$ cat config.mk
export PLATFORM = sky130hd
export DESIGN_NAME = icb_arbiter_2m1s
export DESIGN_NICKNAME = d
export VERILOG_FILES = /design/src/rtl/icb_arbiter_2m1s.sv
export SDC_FILE = /design/constraint.sdc
export NUM_CORES = 1
export LEC_CHECK = 0
export ABC_AREA = 1
export BUFFER_PORTS_ARGS = -buffer_cell sky130_fd_sc_hd__buf_2
export CAP_MARGIN = 0
export CORE_AREA = 2 2 243 245
export DETAILED_ROUTE_END_ITERATION = 8
export DIE_AREA = 0 0 245 247
export SLEW_MARGIN = 20
export SYNTH_ARGS = -nofsm -noshare
export SYNTH_HDL_FRONTEND = slang
export SYNTH_SLANG_ARGS = --single-unit
$ cat constraint.sdc
create_clock -name clk -period 2.5 [get_ports clk]
set_input_delay 0 -clock clk [delete_from_list [all_inputs] [get_ports clk]]
set_output_delay 0 -clock clk [all_outputs]
set_load 0.02 [all_outputs]
$ cat src/rtl/icb_arbiter_2m1s.sv
// Two-master to one-slave ICB arbiter: round-robin with grant lock, in-order response routing.
// Latency: zero cycles on both the command and response paths (combinational muxing).
// Backpressure: a stalled command locks the grant; full ID FIFO blocks commands; rsp_rdy follows the head master.

// Generic synchronous FIFO with registered occupancy; DEPTH must be a power of 2.
// Latency: one cycle from push to visibility at the head.
// Backpressure: push ignored when full, pop ignored when empty.
module fifo #(
    parameter int W     = 1,
    parameter int DEPTH = 4
) (
    input  logic                     clk,
    input  logic                     rst,
    input  logic                     push_vld,
    input  logic [W-1:0]             push_dat,
    input  logic                     pop_vld,
    output logic [W-1:0]             head_dat,
    output logic                     full,
    output logic                     empty,
    output logic [$clog2(DEPTH):0]   cnt
);
    localparam int AW = $clog2(DEPTH);
    localparam int CW = AW + 1;

    logic [W-1:0]  mem [DEPTH];
    logic [AW-1:0] wr_ptr;
    logic [AW-1:0] rd_ptr;
    logic          push_acc;
    logic          pop_acc;

    assign full     = (cnt == CW'(DEPTH));
    assign empty    = (cnt == '0);
    assign push_acc = push_vld & ~full;
    assign pop_acc  = pop_vld & ~empty;
    assign head_dat = mem[rd_ptr];

    always_ff @(posedge clk or negedge rst) begin
        if (!rst) begin
            wr_ptr <= '0;
            rd_ptr <= '0;
            cnt    <= '0;
        end else begin
            // Pointers wrap naturally because DEPTH is a power of 2.
            if (push_acc) wr_ptr <= wr_ptr + AW'(1);
            if (pop_acc)  rd_ptr <= rd_ptr + AW'(1);
            case ({push_acc, pop_acc})
                2'b10:   cnt <= cnt + CW'(1);
                2'b01:   cnt <= cnt - CW'(1);
                default: cnt <= cnt;
            endcase
        end
    end

    always_ff @(posedge clk) begin
        if (push_acc) mem[wr_ptr] <= push_dat;
    end
endmodule

module icb_arbiter_2m1s #(
    parameter int ADDR_W = 64,
    parameter int DATA_W = 64,
    parameter int OUTS   = 4
) (
    input  logic                  clk,
    input  logic                  rst,

    input  logic                  m0_icb_cmd_vld,
    output logic                  m0_icb_cmd_rdy,
    input  logic [ADDR_W-1:0]     m0_icb_cmd_addr,
    input  logic                  m0_icb_cmd_read,
    input  logic [DATA_W-1:0]     m0_icb_cmd_wdata,
    input  logic [DATA_W/8-1:0]   m0_icb_cmd_wmask,
    output logic                  m0_icb_rsp_vld,
    input  logic                  m0_icb_rsp_rdy,
    output logic [DATA_W-1:0]     m0_icb_rsp_rdata,
    output logic                  m0_icb_rsp_err,

    input  logic                  m1_icb_cmd_vld,
    output logic                  m1_icb_cmd_rdy,
    input  logic [ADDR_W-1:0]     m1_icb_cmd_addr,
    input  logic                  m1_icb_cmd_read,
    input  logic [DATA_W-1:0]     m1_icb_cmd_wdata,
    input  logic [DATA_W/8-1:0]   m1_icb_cmd_wmask,
    output logic                  m1_icb_rsp_vld,
    input  logic                  m1_icb_rsp_rdy,
    output logic [DATA_W-1:0]     m1_icb_rsp_rdata,
    output logic                  m1_icb_rsp_err,

    output logic                  s_icb_cmd_vld,
    input  logic                  s_icb_cmd_rdy,
    output logic [ADDR_W-1:0]     s_icb_cmd_addr,
    output logic                  s_icb_cmd_read,
    output logic [DATA_W-1:0]     s_icb_cmd_wdata,
    output logic [DATA_W/8-1:0]   s_icb_cmd_wmask,
    input  logic                  s_icb_rsp_vld,
    output logic                  s_icb_rsp_rdy,
    input  logic [DATA_W-1:0]     s_icb_rsp_rdata,
    input  logic                  s_icb_rsp_err,

    output logic [$clog2(OUTS):0] outs_cnt,
    output logic                  unexp_rsp
);
    logic last_grant;
    logic lock;
    logic locked_id;
    logic sel;
    logic sel_vld;
    logic cmd_hs;
    logic rsp_hs;
    logic head_id;
    logic fifo_full;
    logic fifo_empty;

    always_comb begin
        sel = last_grant;
        if (lock)
            sel = locked_id;
        else if (m0_icb_cmd_vld && !m1_icb_cmd_vld)
            sel = 1'b0;
        else if (m1_icb_cmd_vld && !m0_icb_cmd_vld)
            sel = 1'b1;
        else if (m0_icb_cmd_vld && m1_icb_cmd_vld)
            sel = ~last_grant;
    end

    assign sel_vld         = sel ? m1_icb_cmd_vld : m0_icb_cmd_vld;
    assign s_icb_cmd_addr  = sel ? m1_icb_cmd_addr  : m0_icb_cmd_addr;
    assign s_icb_cmd_read  = sel ? m1_icb_cmd_read  : m0_icb_cmd_read;
    assign s_icb_cmd_wdata = sel ? m1_icb_cmd_wdata : m0_icb_cmd_wdata;
    assign s_icb_cmd_wmask = sel ? m1_icb_cmd_wmask : m0_icb_cmd_wmask;

    // A full ID FIFO blocks commands even when a pop happens in the same cycle.
    assign s_icb_cmd_vld  = rst & sel_vld & ~fifo_full;
    assign m0_icb_cmd_rdy = rst & ~sel & s_icb_cmd_rdy & ~fifo_full;
    assign m1_icb_cmd_rdy = rst &  sel & s_icb_cmd_rdy & ~fifo_full;
    assign cmd_hs         = s_icb_cmd_vld & s_icb_cmd_rdy;

    assign m0_icb_rsp_vld   = rst & ~fifo_empty & ~head_id & s_icb_rsp_vld;
    assign m1_icb_rsp_vld   = rst & ~fifo_empty &  head_id & s_icb_rsp_vld;
    assign s_icb_rsp_rdy    = rst & ~fifo_empty & (head_id ? m1_icb_rsp_rdy : m0_icb_rsp_rdy);
    assign m0_icb_rsp_rdata = s_icb_rsp_rdata;
    assign m1_icb_rsp_rdata = s_icb_rsp_rdata;
    assign m0_icb_rsp_err   = s_icb_rsp_err;
    assign m1_icb_rsp_err   = s_icb_rsp_err;
    assign rsp_hs           = s_icb_rsp_vld & s_icb_rsp_rdy;

    fifo #(
        .W     (1),
        .DEPTH (OUTS)
    ) u_id_fifo (
        .clk      (clk),
        .rst      (rst),
        .push_vld (cmd_hs),
        .push_dat (sel),
        .pop_vld  (rsp_hs),
        .head_dat (head_id),
        .full     (fifo_full),
        .empty    (fifo_empty),
        .cnt      (outs_cnt)
    );

    always_ff @(posedge clk or negedge rst) begin
        if (!rst) begin
            last_grant <= 1'b1;
            lock       <= 1'b0;
            locked_id  <= 1'b0;
            unexp_rsp  <= 1'b0;
        end else begin
            // Hold the grant on a stalled command so the payload stays stable.
            if (cmd_hs) begin
                last_grant <= sel;
                lock       <= 1'b0;
            end else if (s_icb_cmd_vld) begin
                lock      <= 1'b1;
                locked_id <= sel;
            end
            if (s_icb_rsp_vld && fifo_empty)
                unexp_rsp <= 1'b1;
        end
    end
endmodule

==> impl_metrics.env <==
export IMPL_hpwlAfterDp_mm=19.48
export IMPL_pwr_share_seq_pct=6.4
export IMPL_setup_ws_ns=0.2207
export IMPL_drt_total_wl_mm=21.66
export IMPL_postCtsSetupRepairBufs=0
export IMPL_final_nets=1325
export IMPL_ys_ff_latch=15
export IMPL_portBuffers=428
export IMPL_endpoint_kind="flop"
export IMPL_path_clk_slew_ns=0.05
export IMPL_synthMostInstantiatedCell="nand2_1"
export IMPL_ys_async_sr_fraction_pct=73.33
export IMPL_setup_tns_ns=0
export IMPL_start_util_pct=6.293
export IMPL_grt_max_degree=55
export IMPL_cap_violations=0
export IMPL_grt_pass1_vias=4191
export IMPL_required_ns=2.62
export IMPL_crit_path_max_incr_delay_ns=0.38
export IMPL_setup_viol=0
export IMPL_syn_area_per_cell_sq_um=5.334
export IMPL_rows=89
export IMPL_path_max_fanout=9
export IMPL_power_net_switching_uw=4436
export IMPL_synth_top_family_by_area="simple AND/OR/NAND/NOR gates"
export IMPL_worstMarginPinSlew_ns=0.5874
export IMPL_p_clk_share_pct=4.5
export IMPL_cts_buffers_inserted=3
export IMPL_core_sq_mm=0.05824
export IMPL_syn_area_sq_mm=0.003665
export IMPL_vias=4977
export IMPL_yosys_area_share_simple_pct=49.44
export IMPL_synth_top_area_share_pct=45.48
export IMPL_syn_inst=687
export IMPL_critPathKind="reg -> reg"
export IMPL_io_pins=624
export IMPL_path_delay_family="simple AND/OR/NAND/NOR gates"
export IMPL_ys_flop_type="dfrtp_1"
export IMPL_cellPowerDensity_mw_per_mm2=1191
export IMPL_grt_most_used_layer="met2"
export IMPL_grt_pass1_wl_mm=26.99
export IMPL_drc=0
export IMPL_p_int_uw=2469
export IMPL_wire_per_inst_microns=12.41
export IMPL_dp_worst_setup_slack_ns=0.1863
export IMPL_root_buffer="clkbuf_16"
export IMPL_leakagePower_uw=0.003534
export IMPL_slew_limit_headroom_pct=60.84
export IMPL_ys_types=23
export IMPL_slew_viol_final=0
export IMPL_switching_share_pct=64.25
export IMPL_gr_usage_all_layers_pct=6.217
export IMPL_yosysWarnings=0
export IMPL_htree_levels=1
export IMPL_synth_area_leader_cell="nand2_1"
export IMPL_fin_crit_ns=2.279
export IMPL_first_iter_violations=153
export IMPL_pwr_share_comb_pct=89.1
export IMPL_rsz0062_at_grt="no"
export IMPL_synth_common_cells="nand2_1, buf_4, inv_1, buf_6, nand3_1"
export IMPL_hold_path_class="in -> out"
export IMPL_cts_num_sinks=15
export IMPL_syn_num_nets=1040
export IMPL_met3_usage_pct=4.059
export IMPL_synth_area_top_cells="nand2_1, buf_4, dfrtp_1"
export IMPL_peakVddDrop_mv=0.6554
export IMPL_place_congestion=0.8054
export IMPL_gr_total_overflow=0
export IMPL_synthMuxAreaShare_pct=0
export IMPL_dieArea_sq_mm=0.06052
export IMPL_hold_viol=0
export IMPL_finalCritPeriodShare_pct=91.17
export IMPL_clock_latency_ns=0.24
export IMPL_drive_gt1_share_pct=46.14
export IMPL_synth_compound_area_share_pct=0.7511
export IMPL_globalRouteMet1Util_pct=5.097
export IMPL_fp_dieW_microns=245
export IMPL_clock_path_buffers=2
export IMPL_synth_xor_area_share_pct=0.7170
export IMPL_finalClockSkew_ns=0.002884
export IMPL_grtUsageMet2_pct=11.85
export IMPL_cts_tree="done"
export IMPL_status="completed"
export IMPL_cp_start_kind="flop"
export IMPL_firstDrtPassIters=4
export IMPL_path_buf_inv=2
export IMPL_synth_edf_count=4
export IMPL_grt_antenna_before_repair=8
export IMPL_reg2regPathDepth=11
export IMPL_synthAdderAreaFrac_pct=2.253
export IMPL_cp_slowest_cell="fa_1"
export IMPL_max_freq_mhz=438.7
export IMPL_worstPathArrival_ns=2.40
export IMPL_ant_nets=0
export IMPL_crit_cells=11
export IMPL_viasPerCell=2.852
export IMPL_syn_to_final_growth_pct=58.25
export IMPL_crit_chain="inv_2 -> or2_1 -> nand4_1 -> nand2_1 -> nand2_4 -> ha_1 -> inv_1 -> fa_1 -> a21oi_1 -> o21ai_0 -> xor2_1"
export IMPL_ys_seq_area_share_pct=10.82
export IMPL_min_delay_path_depth=0
export IMPL_die_h_microns=247
==> worst paths after layout <==
path | from | to | slack (ns)
setup / recovery | lock$_DFFE_PN0P_ | u_id_fifo.cnt[2]$_DFFE_PN0P_ | 0.22
setup reg to reg | lock$_DFFE_PN0P_ | u_id_fifo.cnt[2]$_DFFE_PN0P_ | 0.22
hold reg to reg | unexp_rsp$_DFFE_PN0P_ | unexp_rsp$_DFFE_PN0P_ | 0.45
min in group asynchronous | rst | u_id_fifo.cnt[2]$_DFFE_PN0P_ | 0.23
hold / removal | s_icb_rsp_rdata[42] | m1_icb_rsp_rdata[42] | 0.00001
max in group asynchronous | rst | last_grant$_DFFE_PN1N_ | 2.03
==> sequential cells by signal, indices dropped and copies added, names as in the netlist <==
name,cells
last_grant,1
lock,1
u_id_fifo.cnt,3
u_id_fifo.rd_ptr,2
locked_id,1
u_id_fifo.wr_ptr,2
unexp_rsp,1
u_id_fifo.mem,4
==> stage by stage <==
stage               power, uW  utilization [%]  hold slack [ns]  cell area, sq um  std cells
CTS                      7030            9.945        0.0001996              5792       1744
global route             7595            9.958       0.00003962              5799       1745
detailed placement       6693            9.790         -0.04823              5702       1739
finish                   6905            9.958      0.000009996              5799       1745
floorplan                4874                -          -0.2956              3665        687
global placement         6692            9.790         -0.05233              5702       1739
==> metal layers <==
metal / share of wire (%) / vias to the layer above
met4: 3.3 / 4
met3: 18 / 53
met2: 50 / 457
met1: 28 / 1980
met5: 0.14 / -
li1: - / 2483
==> cell usage in the layout (no fill, tap or decap), types with 2 or more instances in the layout <==
cell and n:
nor2_1 6, inv_1 23, buf_12 4, clkbuf_16 3, buf_2 426, xor2_1 2
nand3_1 11, dfrtp_1 10, o21ai_0 3, nor3_1 6, edfxtp_1 4, buf_4 9
ha_1 5, nand4_1 3, nand2_1 444
==> area by class of cell <==
class                           count  area (sq um)
Clock inverter                      1         5.005
Clock buffer                        3         75.07
Multi-Input combinational cell    487          1967
Inverter                           25         96.34
Tap cell                          773         967.2
Fill cell                        6886         52440
Sequential cell                    15         396.6
Timing Repair Buffer              440          2290
Antenna cell                        1         2.502
==> power by group through the flow <==
stage	clock network, uW	registers [uW]	logic, uW
2_1_floorplan	0	470	4400
3_3_place_gp	0	443	6250
3_5_place_dp	0	445	6250
4_1_cts	320	441	6270
5_1_grt	329	462	6800
6_report	309	441	6160
==> what timing repair did <==
| item | CTS | global route |
|---|---|---|
| resized for setup | 0 | 1 |
| endpoints found under the hold margin | 11 | 0 |
| hold buffers | 1 | 0 |
| endpoints found under the setup margin | 0 | 1 |
==> logic make-up (layout without fill, tap and decap cells) <==
family | after synthesis | after routing
XOR/XNOR | 3 | 3
flip-flops | 15 | 15
other | 0 | 1
AO/OA/AOI/OAI | 5 | 5
adder cells (fa/ha/maj) | 6 | 6
buffers and inverters | 185 | 469
AND/OR/NAND/NOR | 473 | 473
No activity file was read; power rests on OpenSTA's default activity.
